[src/rtl/fetch_unit_if.sv]
// -----------------------------------------------------------------------------
// fetch_unit_if
//   Groups the signals between the fetch unit, the instruction memory and the
//   CPU control unit.
//
//   Signals:
//     imem_req     fetch request to instruction memory
//     imem_addr    fetch address (always equals pc)
//     imem_ack     memory returns imem_instr this cycle
//     imem_instr   instruction word {opcode[3:0], operand[DATA_W-1:0]}
//     opcode       latched opcode presented to the control unit
//     operand      latched operand (immediate / jump target)
//     instr_valid  opcode/operand valid, instruction executing
//     jmp_sel      control unit: take the jump on commit
//     ex_stall     control unit: hold the current instruction
//     halt         stop fetching after the current instruction commits
//     pc           current program counter
//     halted       fetch unit has stopped
//
//   Modports:
//     master  fetch unit side
//     slave   memory / control unit side
// -----------------------------------------------------------------------------
interface fetch_unit_if #(
  parameter int PC_W   = 8,
  parameter int DATA_W = 8
);
  logic              imem_req;
  logic [PC_W-1:0]   imem_addr;
  logic              imem_ack;
  logic [DATA_W+3:0] imem_instr;
  logic [3:0]        opcode;
  logic [DATA_W-1:0] operand;
  logic              instr_valid;
  logic              jmp_sel;
  logic              ex_stall;
  logic              halt;
  logic [PC_W-1:0]   pc;
  logic              halted;

  modport master (
    output imem_req, imem_addr, opcode, operand, instr_valid, pc, halted,
    input  imem_ack, imem_instr, jmp_sel, ex_stall, halt
  );

  modport slave (
    input  imem_req, imem_addr, opcode, operand, instr_valid, pc, halted,
    output imem_ack, imem_instr, jmp_sel, ex_stall, halt
  );
endinterface

[src/rtl/fetch_unit.sv]
// -----------------------------------------------------------------------------
// fetch_unit
//   Instruction-fetch and sequencing stage in front of the CPU control unit.
//   Holds the program counter, fetches one word at a time over a req/ack
//   handshake, latches it into the instruction register and presents the
//   opcode/operand to the control unit.  When the control unit commits
//   (ex_stall low) the pc advances to pc+1 or to the jump target selected by
//   jmp_sel, and the unit either fetches again or halts.
//
//   Parameters:
//     PC_W      program counter / instruction address width (must be <= DATA_W)
//     DATA_W    operand field width
//     RESET_PC  pc value loaded on reset
//
//   Ports:
//     clk   system clock, rising edge
//     rst   asynchronous, active-high reset
//     bus   fetch_unit_if.master: memory handshake, IR outputs, control inputs
// -----------------------------------------------------------------------------
module fetch_unit #(
  parameter int PC_W     = 8,
  parameter int DATA_W   = 8,
  parameter int RESET_PC = 0
) (
  input  logic         clk,
  input  logic         rst,
  fetch_unit_if.master bus
);

  typedef enum logic [1:0] {
    RESET_IDLE = 2'd0,
    REQ        = 2'd1,
    EXEC       = 2'd2,
    HALTED     = 2'd3
  } state_t;

  state_t            r_state;
  logic [PC_W-1:0]   r_pc;
  logic [3:0]        r_opcode;
  logic [DATA_W-1:0] r_operand;
  logic              r_req;
  logic              r_valid;
  logic              r_halted;

  logic [PC_W-1:0]   w_pc_inc;
  logic [PC_W-1:0]   w_jmp_tgt;
  logic [PC_W-1:0]   w_pc_next;

  // pc+1 wraps naturally at PC_W bits; the jump target is the low PC_W bits
  // of the latched operand.
  assign w_pc_inc  = r_pc + PC_W'(1);
  assign w_jmp_tgt = r_operand[PC_W-1:0];
  assign w_pc_next = bus.jmp_sel ? w_jmp_tgt : w_pc_inc;

  // Single-process FSM.  imem_req, instr_valid and halted are registered and
  // set on the edge that enters the state they belong to, so every output is
  // glitch-free and consistent with r_state.
  always_ff @(posedge clk or posedge rst) begin
    if (rst) begin
      r_state   <= RESET_IDLE;
      r_pc      <= PC_W'(RESET_PC);
      r_opcode  <= '0;
      r_operand <= '0;
      r_req     <= 1'b0;
      r_valid   <= 1'b0;
      r_halted  <= 1'b0;
    end else begin
      case (r_state)
        RESET_IDLE: begin
          r_state <= REQ;
          r_req   <= 1'b1;
        end

        // Wait (unbounded) for the memory; address is r_pc and stays put.
        REQ: begin
          if (bus.imem_ack) begin
            r_opcode  <= bus.imem_instr[DATA_W+3:DATA_W];
            r_operand <= bus.imem_instr[DATA_W-1:0];
            r_req     <= 1'b0;
            r_valid   <= 1'b1;
            r_state   <= EXEC;
          end
        end

        // jmp_sel and halt only matter on the commit edge; a stall holds
        // everything, including a pending halt request.
        EXEC: begin
          if (!bus.ex_stall) begin
            r_pc    <= w_pc_next;
            r_valid <= 1'b0;
            if (bus.halt) begin
              r_halted <= 1'b1;
              r_state  <= HALTED;
            end else begin
              r_req   <= 1'b1;
              r_state <= REQ;
            end
          end
        end

        // Terminal until reset; late acks and control inputs are ignored.
        HALTED: begin
          r_state <= HALTED;
        end

        default: begin
          r_state <= RESET_IDLE;
          r_req   <= 1'b0;
          r_valid <= 1'b0;
        end
      endcase
    end
  end

  assign bus.imem_req    = r_req;
  assign bus.imem_addr   = r_pc;
  assign bus.pc          = r_pc;
  assign bus.opcode      = r_opcode;
  assign bus.operand     = r_operand;
  assign bus.instr_valid = r_valid;
  assign bus.halted      = r_halted;

endmodule

[src/flat_wrapper.sv]
// flat-port wrapper written by rule: the top's interface ports become plain ports
module fetch_unit_flat 
#(
  parameter int PC_W     = 8,
  parameter int DATA_W   = 8,
  parameter int RESET_PC = 0
)
  (clk, rst, bus_imem_req, bus_imem_addr, bus_opcode, bus_operand, bus_instr_valid, bus_pc, bus_halted, bus_imem_ack, bus_imem_instr, bus_jmp_sel, bus_ex_stall, bus_halt);
  fetch_unit_if #(.PC_W(PC_W), .DATA_W(DATA_W)) bus_i ();
  input  logic clk;
  input  logic rst;
  output wire logic [$bits(bus_i.imem_req)-1:0] bus_imem_req;
  output wire logic [$bits(bus_i.imem_addr)-1:0] bus_imem_addr;
  output wire logic [$bits(bus_i.opcode)-1:0] bus_opcode;
  output wire logic [$bits(bus_i.operand)-1:0] bus_operand;
  output wire logic [$bits(bus_i.instr_valid)-1:0] bus_instr_valid;
  output wire logic [$bits(bus_i.pc)-1:0] bus_pc;
  output wire logic [$bits(bus_i.halted)-1:0] bus_halted;
  input wire logic [$bits(bus_i.imem_ack)-1:0] bus_imem_ack;
  input wire logic [$bits(bus_i.imem_instr)-1:0] bus_imem_instr;
  input wire logic [$bits(bus_i.jmp_sel)-1:0] bus_jmp_sel;
  input wire logic [$bits(bus_i.ex_stall)-1:0] bus_ex_stall;
  input wire logic [$bits(bus_i.halt)-1:0] bus_halt;
  assign bus_imem_req = bus_i.imem_req;
  assign bus_imem_addr = bus_i.imem_addr;
  assign bus_opcode = bus_i.opcode;
  assign bus_operand = bus_i.operand;
  assign bus_instr_valid = bus_i.instr_valid;
  assign bus_pc = bus_i.pc;
  assign bus_halted = bus_i.halted;
  assign bus_i.imem_ack = bus_imem_ack;
  assign bus_i.imem_instr = bus_imem_instr;
  assign bus_i.jmp_sel = bus_jmp_sel;
  assign bus_i.ex_stall = bus_ex_stall;
  assign bus_i.halt = bus_halt;
  fetch_unit #(.PC_W(PC_W), .DATA_W(DATA_W), .RESET_PC(RESET_PC)) u_core (.clk(clk), .rst(rst), .bus(bus_i));
endmodule
[config.mk]
export PLATFORM = sky130hd
export DESIGN_NAME = fetch_unit_flat
export DESIGN_NICKNAME = d
export VERILOG_FILES = /design/src/rtl/fetch_unit_if.sv /design/src/rtl/fetch_unit.sv /design/src/flat_wrapper.sv
export SDC_FILE = /design/constraint.sdc
export NUM_CORES = 1
export LEC_CHECK = 0
export ABC_AREA = 0
export ABC_CLOCK_PERIOD_IN_PS = 4200
export CORE_MARGIN = 8
export CORE_UTILIZATION = 35
export DETAILED_ROUTE_END_ITERATION = 12
export GPL_TIMING_DRIVEN = 0
export PLACE_DENSITY = 0.72
export SLEW_MARGIN = 10
export SYNTH_ARGS = -nofsm -noshare
export SYNTH_HDL_FRONTEND = slang
export SYNTH_SLANG_ARGS = --single-unit
[constraint.sdc]
create_clock -name clk -period 4.2 [get_ports clk]
set_clock_uncertainty 0.1 [all_clocks]
set_input_delay 0.63 -clock clk [delete_from_list [all_inputs] [get_ports clk]]
set_output_delay 0.63 -clock clk [all_outputs]
set_load 0.05 [all_outputs]
Yosys cells after proc, flatten, opt, wreduce, memory -nomap -nowiden
Index checks and enable logic that the tools add are counted.
{"block": "classes", "eq_ne": 6, "bitwise": 1, "n_reduce_logical": 9, "addsub": 1, "n_mux": 12}
{"cell": "adder 8 x 1 -> 8 bit (second input constant)", "n": 1}
{"cell": "2-to-1 mux 8 bit", "n": 1}
{"cell": "one-hot mux 2 bit (4 select lines)", "n": 1}
{"cell": "2-to-1 mux 2 bit", "n": 3}
{"cell": "inequality test 2 bit (second input constant)", "n": 3}
{"cell": "AND reduction 2 bit", "n": 3}
{"cell": "AND reduction 3 bit", "n": 2}
{"cell": "2-to-1 mux 1 bit", "n": 5}
{"cell": "== test 2 bit (second input constant)", "n": 2}
{"cell": "AND reduction 4 bit", "n": 1}
{"cell": "one-hot mux 1 bit (3 select lines)", "n": 1}
{"cell": "nonzero test 3 bit", "n": 1}
{"cell": "== test 2 x 1 -> 1 bit (second input constant)", "n": 1}
{"cell": "zero test 2 bit", "n": 1}
{"cell": "one-hot mux 1 bit (2 select lines)", "n": 1}
{"cell": "nonzero test 2 bit", "n": 1}
{"cell": "NOT 1 bit", "n": 1}
{"block": "totals", "regBits": 25, "word_cells": 36, "input_bits": 18}

Longest topological paths before layout
Gate-level depths: netlist of run 1.
{"block": "depth", "ltp_word": 3, "mapped_depth": 5, "mapped_depth_nobuf": 5}

Worst setup path before layout of run 1
Ideal clock, no wire load.
{"block": "synth_path", "path_type": "reg-to-output", "start": "register u_core.r_pc[3], in the netlist u_core.bus.imem_addr[3]", "end": "output port bus_pc[3]", "t_arrival_ps": 991, "path_stages_with_launch": 2, "required_time_ps": 3470, "setup_slack_ps": 2479, "path_cell_list": "dfrtp_1 > buf_4"}
{"element": "start, declared", "line_no": "fetch_unit.sv:38", "rtl": "logic [PC_W-1:0] r_pc;"}
{"element": "start signal, assigned", "line_no": "fetch_unit.sv:61", "rtl": "r_pc <= PC_W'(RESET_PC);"}
{"element": "start signal, assigned", "line_no": "fetch_unit.sv:89", "rtl": "r_pc <= w_pc_next;"}
{"element": "end, declared", "line_no": "flat_wrapper.sv:17", "rtl": "output wire logic [$bits(bus_i.pc)-1:0] bus_pc;"}
No word-level cell between the ends.

Worst setup path after layout of run 1
{"block": "layout_path", "start": "register u_core.r_pc[3], in the netlist u_core.bus.imem_addr[3]", "end": "output port bus_pc[3]"}
No word-level cell between the ends.

==> run summary, run 1 <==
Critical path's top delay family: buffers and inverters
Critical Path Max Stage Delay: 0.79 ns
First-pass GRT wire length: 4.57 mm
Post-CTS setup buffers: 0
Tightest Hold Check Type: register to register
Die area: 0.00559 mm2
Nets: 178
Sequential Power Share: 33.0%
Routability congestion estimate: 0.773
Post-route ant nets: 0
Number of global-route vias before repair: 965
Initial drt markers: 36
Clock transition at path regs: 0.14 ns
Number of remaining DRC errors: 0
Final WS setup: 1.71 ns
GRT Util Overall: 10.6%
VDD IR max: 346 uV
Syn Inst Count: 106
Largest net degree at the start of global routing: 26
Power share of the combinational group: 57.5%
Synthesis-to-finish area growth: 46.7%
CP Data Required Time: 3.47 ns
Die W: 74.7 um
IO buf count: 48
Worst skew pair latency: 0.33 ns
Post-Syn Area: 0.00121 mm2
Area of the multi-input gates: 479 um2
Fraction of registers with async set/reset: 100%
Via density: 4.76
Power density over the cells: 663 mW/mm2
FF+latch count, synth: 25
Status: finished clean
Worst EP arrival: 1.76 ns
Clock Tree Buf Depth: 2
Setup slack at placement: 2.03 ns
Inserted Clock Buffers: 3
Post_cts resized: 0
CP Buf/Inv Count: 2
Synth warn: 0
Core Region: 0.00334 mm2
Maxcap violations: 0
F_max: 0.401 GHz
Endpoint type of the worst setup path: output port
Worst-path fanout max: 8
Htree depth: 1
Layout cell share with drive strength beyond 1: 19.6%
Cell leakage power: 0.000745 uW
Post-synth EDFFs: 0
TritonCTS sink count: 25
Most frequent cells in the layout: clkdlybuf4s50_1, dfrtp_1, mux2_2
Most common cell after layout, fill and taps aside: clkdlybuf4s50_1
Post-Synthesis Net Count: 125
Die Ht: 74.7 um
Post-CTS Hold Fix Bufs: 0
TritonRoute pass-1 iters: 4
Remaining global-route overflow: 0
Final HPWL DP: 2.34 mm
RSZ-0062 raised after global routing: false
Clock share of power: 9.5%
Switching Fraction: 48.8%
Tcrit/Tclk final: 59.4%
Slew margin rel.: 38.0%
Crit path cell chain: buf_4, clkdlybuf4s50_1
Crit path launch type: register
Sw power: 573 uW
Final Max Tran Viols: 0
Min Clock Period, post-route: 2.49 ns
WL per Instance: 14.5 um
P_int: 602 uW
Commonest register cell after synthesis: dfrtp_1
FF/Latch Area: 626 um2
Final Hold Fails: 0
Setup Viol. Count Final: 0
Worst Tran Pin Value: 0.928 ns
Distinct cells, synth: 31
Sequential-to-total area share from yosys stat: 51.8%
Syn avg cell area: 11.4 um2
Total Routed Length: 2.96 mm
Max stage delay cell, worst path: clkdlybuf4s50_1
Clock root buffer: clkbuf_4
Critical path class: register to output port
Initial Util: 36.2%
Antenna violations before repair: 0
ANT cells: 0
Fin Setup TNS: 0 ns
Via Count: 972
FP Rows: 21
CTS tree: yes
# fillers: 318
Io pins: 49
## worst register-to-register path, stage by stage, from the launching register on
cell     delay, ns
dfrtp_1       0.48
nor3b_2       0.25
buf_2         0.25
nand2_1       0.07
mux2i_1       0.13
a21oi_1       0.08
## power by group through the flow
stage	combinational (uW)	sequential, uW	clock (uW)
finish	675	388	111
global route	701	399	123
CTS	684	389	113
detailed placement	683	395	0
global placement	675	388	0
floorplan	172	656	0
## final timing paths
check,startpoint,endpoint,slack [ns],cells after the start
max,u_core.bus.imem_addr[3]$_DFFE_PP0P_,bus_pc[3],1.71,2
min,u_core.bus.halted$_DFFE_PP0P_,u_core.bus.halted$_DFFE_PP0P_,0.39,1
max reg2reg,u_core.r_state[0]$_DFFE_PP0P_,u_core.bus.imem_addr[3]$_DFFE_PP0P_,2.73,5
min reg2reg,u_core.bus.halted$_DFFE_PP0P_,u_core.bus.halted$_DFFE_PP0P_,0.39,1
max in group asynchronous,rst,u_core.bus.imem_addr[7]$_DFFE_PP0P_,2.73,2
min in group asynchronous,rst,u_core.bus.halted$_DFFE_PP0P_,0.71,2
## kinds of logic (layout without fill, tap and decap cells)
logic type / count (synthesis) / count (layout) / share of synthesized area (%)
buf+inv: 15 / 67 / 8.50
simple gates: 29 / 29 / 13.6
mux: 15 / 15 / 13.7
compound gates: 21 / 21 / 11.4
flops: 25 / 25 / 51.8
fa+ha+maj: 1 / 1 / 1.04
## registers in the layout (all words and copies together), names as in the netlist
register                count
u_core.bus.operand          8
u_core.bus.imem_req         1
u_core.r_state              2
u_core.bus.instr_valid      1
u_core.bus.imem_addr        8
u_core.bus.halted           1
u_core.bus.opcode           4
## cell type report
class	count	share of cell area, %
Timing Repair Buffer	48	27.1
Sequential cell	25	35.3
Multi-Input combinational cell	66	27.0
Inverter	3	0.636
Buffer	12	5.16
Clock buffer	4	1.48
Tap cell	46	3.25
## synthesized netlist by cell type, types with 2 or more instances
master / n / area share (%)
nor3_1: 3 / 1.2
mux2i_1: 3 / 2.5
o21ai_0: 4 / 1.7
nand2_1: 8 / 2.5
inv_1: 3 / 0.93
nor2_1: 6 / 1.9
nand3_1: 3 / 1.2
buf_4: 8 / 5.0
o22ai_1: 2 / 1.0
buf_6: 2 / 1.9
o21a_1: 2 / 1.2
o32ai_1: 2 / 1.5
a21oi_1: 6 / 2.5
mux2_2: 12 / 11
and4_1: 2 / 1.5
dfrtp_1: 25 / 52
## routing by layer
metal	vias up	routed length [um]	track usage [%]
met4	0	36	3.91
met2	34	1450	18.3
li1	474	-	-
met3	3	295	4.93
met5	-	0	0
met1	461	1170	10.9
## through the flow
step / std cells / hold slack (ns) / utilization [%] / total power [uW] / cell area, um2
finish: 204 / 0.393 / 53.1 / 1170 / 1770
global route: 204 / 0.424 / 53.1 / 1220 / 1770
CTS: 204 / 0.405 / 53.1 / 1190 / 1770
detailed placement: 200 / 0.367 / 52.3 / 1080 / 1750
global placement: 200 / 0.345 / 52.3 / 1060 / 1750
floorplan: 106 / 0.420 / - / 827 / 1210
Power figures use the tool's default switching activity.
==> inputs of run 2 (changes only) <==
--- a/config.mk
+++ b/config.mk
@@ -6,12 +6,12 @@
 export NUM_CORES = 1
 export LEC_CHECK = 0
 export ABC_AREA = 0
-export ABC_CLOCK_PERIOD_IN_PS = 4200
+export ABC_CLOCK_PERIOD_IN_PS = 2110
 export CORE_MARGIN = 8
 export CORE_UTILIZATION = 35
 export DETAILED_ROUTE_END_ITERATION = 12
 export GPL_TIMING_DRIVEN = 0
-export PLACE_DENSITY = 0.72
+export PLACE_DENSITY = 0.75
 export SLEW_MARGIN = 10
 export SYNTH_ARGS = -nofsm -noshare
 export SYNTH_HDL_FRONTEND = slang
==> constraint.sdc (replaced) <==
create_clock -name clk -period 2.11 [get_ports clk]
set_clock_uncertainty 0.1 [all_clocks]
set_input_delay 0.3165 -clock clk [delete_from_list [all_inputs] [get_ports clk]]
set_output_delay 0.3165 -clock clk [all_outputs]
set_load 0.05 [all_outputs]
==> run summary, run 2 (synthesis results as in run 1) <==
Status: finished clean
Crit path cell chain: clkdlybuf4s50_1
Worst Tran Pin Value: 0.939 ns (+0.0107 ns)
Endpoint type of the worst setup path: output port
Finished Core Util: 53.2% (+0.075 points)
Critical Path Max Stage Delay: 0.85 ns (+0.06 ns)
Crit path launch type: register
CP Buf/Inv Count: 1 (-1)
Placement Cell Area: 0.00175 mm2 (unchanged)
Post-route ant nets: 0 (unchanged)
F_max: 0.483 GHz
Via density: 4.82 (+1.2%)
Nets: 178 (unchanged)
Antenna violations before repair: 0 (unchanged)
Io pins: 49 (unchanged)
Remaining global-route overflow: 0 (unchanged)
Max stage delay cell, worst path: clkdlybuf4s50_1
FF/Latch Area: 626 um2 (unchanged)
Via Count: 984 (+1.2%)
Die W: 74.7 um (unchanged)
Setup Viol. Count Final: 0 (unchanged)
Fin Setup TNS: 0 ns (unchanged)
Clock Tree Buf Depth: 2 (unchanged)
FP Rows: 21 (unchanged)
Inserted Clock Buffers: 3 (unchanged)
First-pass GRT wire length: 4.75 mm (+3.9%)
Final HPWL DP: 2.35 mm (+0.40%)
Critical path's top delay family: buffers and inverters
Power density over the cells: 1300 mW/mm2 (+96%)
Initial drt markers: 26 (-28%)
Most common cell after layout, fill and taps aside: clkdlybuf4s50_1
Core Region: 0.00334 mm2 (unchanged)
Critical path class: register to output port
Number of remaining DRC errors: 0 (unchanged)
GRT Util Overall: 10.9% (+0.34 points)
Layout cell share with drive strength beyond 1: 19.6% (unchanged)
TritonRoute pass-1 iters: 4 (unchanged)
Hold WS: 0.394 ns (+0.000488 ns)
RSZ-0062 raised after global routing: false
Clock root buffer: clkbuf_4
Area of the multi-input gates: 479 um2 (unchanged)
IO buf count: 48 (unchanged)
Most frequent cells in the layout: clkdlybuf4s50_1, dfrtp_1, mux2_2
Worst-path fanout max: 6 (-2)
WL per Instance: 14.7 um (+1.7%)
Worst EP arrival: 1.65 ns (-0.11 ns)
Worst skew pair latency: 0.32 ns (about the same)
Cell leakage power: 0.000837 uW (+12%)
Largest net degree at the start of global routing: 26 (unchanged)
Final Hold Fails: 0 (unchanged)
Number of global-route vias before repair: 1030 (+6.7%)
CP Data Required Time: 1.69 ns (-1.78 ns)
CTS tree: yes
ANT cells: 0 (unchanged)
VDD IR max: 872 uV (+150%)
# fillers: 311 (-2.2%)
Initial Util: 36.2% (unchanged)
Die Ht: 74.7 um (unchanged)
Htree depth: 1 (unchanged)
Die area: 0.00559 mm2 (unchanged)
Tcrit/Tclk final: 98.0%
Min Clock Period, post-route: 2.07 ns
Synthesis-to-finish area growth: 46.9%
Final Max Tran Viols: 0 (unchanged)
Clock transition at path regs: 0.14 ns (about the same)
Post-CTS Hold Fix Bufs: 0 (unchanged)
Maxcap violations: 0 (unchanged)
TritonCTS sink count: 25 (unchanged)
Slew margin rel.: 37.3% (-0.71 points)
Routability congestion estimate: 0.749 (-3.0%)
Fin area: 0.00177 mm2 (+0.14%)
Tightest Hold Check Type: input pin to async pin
Total Routed Length: 3.01 mm (+1.7%)
[run 2: power by group]
group | internal (uW) | switching [uW]
clock | 73.9 | 141
sequential | 633 | 129
combinational | 472 | 855
total | 1180 | 1120
[run 2: path summary, 6_finish.rpt]
path / from / end / slack (ns) / depth (start not counted)
hold reg to reg: u_core.bus.halted$_DFFE_PP0P_ / u_core.bus.halted$_DFFE_PP0P_ / 0.39 / 1
min in group clk: u_core.bus.halted$_DFFE_PP0P_ / u_core.bus.halted$_DFFE_PP0P_ / 0.39 / 1
setup reg to reg: u_core.bus.imem_addr[0]$_DFFE_PP0P_ / u_core.bus.imem_addr[6]$_DFFE_PP0P_ / 0.57 / 5
max in group asynchronous: rst / u_core.bus.imem_addr[3]$_DFFE_PP0P_ / 0.93 / 2
hold / removal: rst / u_core.r_state[0]$_DFFE_PP0P_ / 0.39 / 2
setup / recovery: u_core.bus.imem_addr[0]$_DFFE_PP0P_ / bus_imem_addr[0] / 0.04 / 1
[run 2: metal layers]
metal | share of wire (%) | wire length (um) | vias to the layer above | track usage (%)
met3 | 8.4 | 252 | 0 | 4.53
met4 | 0 | 0 | 0 | 3.26
li1 | - | - | 475 | -
met5 | 0 | 0 | - | 0
met1 | 41 | 1250 | 470 | 12.1
met2 | 50 | 1510 | 39 | 18.6
[run 2: area by class of cell]
class / count / area share, %
clock buffers: 4 / 1.48
flip-flops and latches: 25 / 35.3
inverters: 3 / 0.635
well taps: 46 / 3.24
multi-input cells: 66 / 27.0
repair buffers: 48 / 27.2
plain buffers: 12 / 5.15
[run 2: through the flow]
stage,worst slack [ns],cells,total power (uW)
final,0.0414,204,2300
after global routing,0.00246,204,2410
after CTS,0.0195,204,2340
after detailed placement,0.249,200,2140
after global placement,0.287,200,2120
after floorplan,0.446,106,1650
[run 2: what timing repair did]
item                                   in CTS  in global routing
setup endpoints to repair                   6                  4
buffers inserted                            0                  0
gates resized for setup                     6                  4
pin swaps                                   0                  0
endpoints found under the hold margin       0                  0
==> variant 1, RTL diff (settings of run 2) <==
`PC_W` is set to 8 in 3 places; all go to 6.
--- a/src/rtl/fetch_unit_if.sv
+++ b/src/rtl/fetch_unit_if.sv
@@ -24,3 +24,3 @@
 interface fetch_unit_if #(
-  parameter int PC_W   = 8,
+  parameter int PC_W   = 6,
   parameter int DATA_W = 8
--- a/src/rtl/fetch_unit.sv
+++ b/src/rtl/fetch_unit.sv
@@ -20,3 +20,3 @@
 module fetch_unit #(
-  parameter int PC_W     = 8,
+  parameter int PC_W     = 6,
   parameter int DATA_W   = 8,
--- a/src/flat_wrapper.sv
+++ b/src/flat_wrapper.sv
@@ -3,3 +3,3 @@
 #(
-  parameter int PC_W     = 8,
+  parameter int PC_W     = 6,
   parameter int DATA_W   = 8,
Ports: changed (resized bus_imem_addr and bus_pc); port bits go from 49 to 45. No check against the original RTL was run, so the function may have changed too.
==> variant 1 against run 2 <==
- clock power is 6% lower
- final area fell by 8.3%
- sequential share of layout area is 0.096 points higher
- synthesized cell count down 16%
- worst hold slack worse by 0.020 ns
- routed wire length decreased by 12%
- sequential power decreased by 2%
- worst setup slack improved by 0.034 ns
- synthesized area decreased by 8.8%
- total power increased by 6.3%
- register-to-register slack improved by 0.08 ns
- cell count down 11%
- sequential cell count down 2
==> variant 1: results (changes against run 2) <==
Drt
The highest layer touched by signal routing is met4. The detailed route wirelength on metal2 is 1.28 mm (-15%). The via count is 861 (-13%). The per-cell routed wire length is 14.6 um (-1.1%).

The number of DRC markers in iteration 0 is 40 (+54%). The detailed-routing wirelength on met1 is 1.09 mm (-12%).

Worst setup path
The register-to-register setup slack is 0.65 ns (+0.08 ns). The data arrival time of the critical path is 1.62 ns (-0.03 ns).

Pwr
The switching share of total power came to 49.7% (+0.93 points). The maximum vdd ir drop was 0.000514 V (-41%).

Global route
The via count of the first global-routing pass is 846 (-18%). The wire length of the first global-routing pass came to 4.16 mm (-12%). The met1 track demand over resource is 11.7% (-0.35 points). The met2 track demand over resource in global routing is 17.1% (-1.5 points). The total routing usage reported by global routing was 10.2% (-0.75 points). The pin count of the biggest net entering global routing is 24 (-7.7%).

Yosys
The share of the yosys chip area belonging to registers is 52.3% (+0.46 points). The post-synthesis area per instance is 12.4 um2 (+8.6%). In the post-synthesis netlist, the biggest area contributors are sky130_fd_sc_hd__dfrtp_1, sky130_fd_sc_hd__mux2_4, sky130_fd_sc_hd__mux2_2.

Layout
The final non-filler cell total is 181 (-11%). The area overhead of the layout relative to synthesis is 47.8%. The layout filler cell count was 262 (-16%).

Placed design
The count of input and output buffers is 44 (-8.3%). The placement-stage cell area came to 1600 um2 (-8.5%). The half-perimeter wire length of the detailed placement result is 2.09 mm (-11%).

STA
The post-route worst hold slack is 0.374 ns (-0.0199 ns). The achievable frequency is 491 MHz (+1.7%).

Clock tree
The clock-pin slew on the worst setup and hold paths came to 0.12 ns (-0.02 ns).

Outcome
The run finished with clean final reports.
[variant 1: power groups by stage]
stage	Clock (mW)	Combinational, mW	Sequential [mW]
after floorplan	0	0.448	1.31
after global placement	0	1.52	0.748
after detailed placement	0	1.53	0.759
after CTS	0.210	1.51	0.750
after global routing	0.230	1.56	0.778
final	0.203	1.50	0.749
[variant 1: worst paths after layout]
path | from | end | depth (start not counted)
setup / recovery | u_core.bus.imem_addr[4]$_DFFE_PP0P_ | bus_imem_addr[4] | 1
hold / removal | rst | u_core.bus.opcode[2]$_DFFE_PP0P_ | 2
setup reg to reg | u_core.r_state[1]$_DFFE_PP0P_ | u_core.bus.operand[7]$_DFFE_PP0P_ | 3
hold reg to reg | u_core.bus.halted$_DFFE_PP0P_ | u_core.bus.halted$_DFFE_PP0P_ | 1
max in group asynchronous | rst | u_core.bus.opcode[3]$_DFFE_PP0P_ | 2
min in group clk | u_core.bus.halted$_DFFE_PP0P_ | u_core.bus.halted$_DFFE_PP0P_ | 1
[variant 1: cells by family after synthesis]
family / Yosys count / synth area share (%)
fa+ha+maj: 1 / 1.14
mux: 17 / 19.3
compound gates: 16 / 9.20
simple gates: 19 / 10.6
buf+inv: 13 / 7.50
flops: 23 / 52.3
[variant 1: repair_timing]
action / in CTS / in global routing
pin swaps: 0 / 0
endpoints found under the hold margin: 0 / 0
hold buffers: 0 / 0
setup endpoints to repair: 4 / 4
gates resized for setup: 4 / 4
[variant 1: final cells by class]
| class | count | share of cell area, % |
|---|---|---|
| repair buffers | 44 | 27.4 |
| well taps | 44 | 3.38 |
| plain buffers | 9 | 4.15 |
| multi-input cells | 53 | 27.2 |
| clock buffers | 4 | 1.61 |
| inverters | 4 | 0.922 |
| flip-flops and latches | 23 | 35.4 |
==> variant 2, RTL diff (settings of run 2) <==
Without the edit above. Encoding of `state_t`: now one-hot (4 bits for 4 states).
--- a/src/rtl/fetch_unit.sv
+++ b/src/rtl/fetch_unit.sv
@@ -29,7 +29,7 @@
 
-  typedef enum logic [1:0] {
-    RESET_IDLE = 2'd0,
-    REQ        = 2'd1,
-    EXEC       = 2'd2,
-    HALTED     = 2'd3
+  typedef enum logic [3:0] {
+    RESET_IDLE = 4'b0001,
+    REQ        = 4'b0010,
+    EXEC       = 4'b0100,
+    HALTED     = 4'b1000
   } state_t;
Behaviour: same outputs for any inputs over 10 cycles, from zero or initial values and one cycle with rst high; not proved beyond that.
==> variant 2 against run 2 <==
- sequential power up 22%
- sequential cell count is 2 higher
- final area up 12%
- sequential share of layout area shrank 1.1 points
- routed wire length grew 8.5%
- worst setup slack better by 0.019 ns
- largest power group unchanged
- total power up 41%
- highest routed layer is now met4
- synthesized area up 15%
==> variant 2: results (changes against run 2) <==
Drt
The wire length on met3 came to 279 um (+11%). The per-cell routed wire length is 13.9 um (-5.8%). The number of DRC markers in iteration 0 is 70 (+170%). The via count came to 1,207 (+23%).

The detailed-routing wirelength on met1 is 1.41 mm (+13%). Routed signal wires occupy layers up through met4. The number of search-and-repair iterations in the first detailed-routing pass came to 4 (unchanged). The detailed route wirelength on metal2 came to 1.53 mm (+1.5%).

Layout
The layout cell share with drive strength beyond 1 is 18.9% (-0.70 points). The count of nets after finishing came to 205 (+15%). The number of diodes added for antenna fixing was 0 (unchanged).

Placed design
The count of input and output buffers is 47 (-2.1%). The post-placement worst setup slack came to 0.00687 ns (-0.242 ns). The placer congestion estimate is 0.817 (+9.0%). The half-perimeter wire length of the detailed placement result is 2.48 mm (+5.5%).

Clock tree
The TritonCTS buffer count is 3 (unchanged). Clock tree synthesis selected as its root buffer the cell sky130_fd_sc_hd__clkbuf_8. The maximum level of the CTS H-tree is 1 (unchanged). The clock-pin slew on the worst setup and hold paths is 0.10 ns (-0.04 ns). The setup fix buffers added after clock tree synthesis is 0 (unchanged). The insertion delay of the later-clocked pin in the worst-skew pair was 0.27 ns (-0.05 ns).

Pwr
The clock group total power is 0.308 mW (+43%). The switching share of total power is 49.5% (+0.64 points). The combinational logic power is 2.01 mW (+51%). The maximum vdd ir drop is 0.000662 V (-24%). The reported leakage power is 0.869 nW (+3.9%).

Global route
The via count of the first global-routing pass is 1,123 (+9.0%). The aggregate global routing overflow is 0 (unchanged). The total routing usage reported by global routing is 10.2% (-0.69 points). The pin count of the biggest net entering global routing is 28 (+7.7%). The wire length of the first global-routing pass is 5.20 mm (+9.4%). The global-route track usage on met3 is 3.84% (-0.69 points). The met1 track demand over resource is 11.7% (-0.41 points). The met2 track demand over resource in global routing is 17.1% (-1.5 points).

Yosys
The number of distinct standard cells referenced by the synthesized netlist is 39 (+26%). In the post-synthesis netlist, the biggest area contributors are sky130_fd_sc_hd__dfrtp_1, sky130_fd_sc_hd__mux2_2, sky130_fd_sc_hd__buf_4. The total nets after synthesis is 153 (+22%). The number of warning messages in the yosys log came to 0 (unchanged). The share of the yosys chip area belonging to registers is 48.8% (-3.0 points). Counting instances in the post-synthesis netlist gives the leading cell types as sky130_fd_sc_hd__dfrtp_1, sky130_fd_sc_hd__a21oi_1, sky130_fd_sc_hd__mux2_2, sky130_fd_sc_hd__o21ai_0, sky130_fd_sc_hd__buf_4. The fraction of synthesis flops using an asynchronous set or reset pin came to 100% (unchanged).

Worst setup path
The worst register-to-register path begins at u_core.r_state[2]$_DFFE_PP0P_. The data arrival time of the critical path came to 1.63 ns (-0.02 ns). The critical path startpoint is u_core.bus.imem_addr[6]$_DFFE_PP0P_.

The delay of the slowest cell on the worst path was 0.79 ns (-0.06 ns).

Worst hold path
The hold path startpoint is u_core.bus.halted$_DFFE_PP0P_. The classification of the worst-slack hold path is reg2reg.

Outcome
The run finished with clean final reports.

STA
The tightest slew margin relative to the limit is 31.9% (-5.4 points).
## variant 2: path summary, 6_finish.rpt
| path | end | slack, ns | depth (start not counted) |
|---|---|---|---|
| max in group asynchronous | u_core.bus.opcode[0]$_DFFE_PP0P_ | 0.81 | 2 |
| max | bus_pc[6] | 0.06 | 2 |
| min reg2reg | u_core.bus.halted$_DFFE_PP0P_ | 0.36 | 1 |
| min in group asynchronous | u_core.bus.operand[2]$_DFFE_PP0P_ | 0.47 | 2 |
| max reg2reg | u_core.bus.operand[1]$_DFFE_PP0P_ | 0.10 | 6 |
| min | u_core.bus.halted$_DFFE_PP0P_ | 0.36 | 1 |
## variant 2: cell type report
cell class	instances	area, um2
Buffer	15	100
Clock buffer	3	41.3
Clock inverter	1	7.51
Fill cell	373	1930
Inverter	3	11.3
Multi-Input combinational cell	89	604
Sequential cell	27	677
Tap cell	50	62.6
Timing Repair Buffer	47	478
## variant 2: per-stage QoR
| step | std cells | total power [mW] | cell area, um2 |
|---|---|---|---|
| floorplan | 134 | 2.33 | 1390 |
| global placement | 231 | 2.96 | 1920 |
| detailed placement | 231 | 2.98 | 1920 |
| CTS | 235 | 3.28 | 1970 |
| global route | 235 | 3.43 | 1980 |
| finish | 235 | 3.25 | 1980 |
## variant 2: logic make-up after synthesis
| family | share of synthesized area (%) |
|---|---|
| AND/OR/NAND/NOR | 14.5 |
| multiplexers | 11.2 |
| buffers and inverters | 8.02 |
| adder cells (fa/ha/maj) | 0.902 |
| XOR/XNOR | 1.26 |
| flip-flops | 48.8 |
| AO/OA/AOI/OAI | 15.3 |
## variant 2: what timing repair did
item                                    4_1_cts  5_1_grt
hold endpoints to repair                      0        0
resized for setup                             2        5
endpoints found under the setup margin        2       13
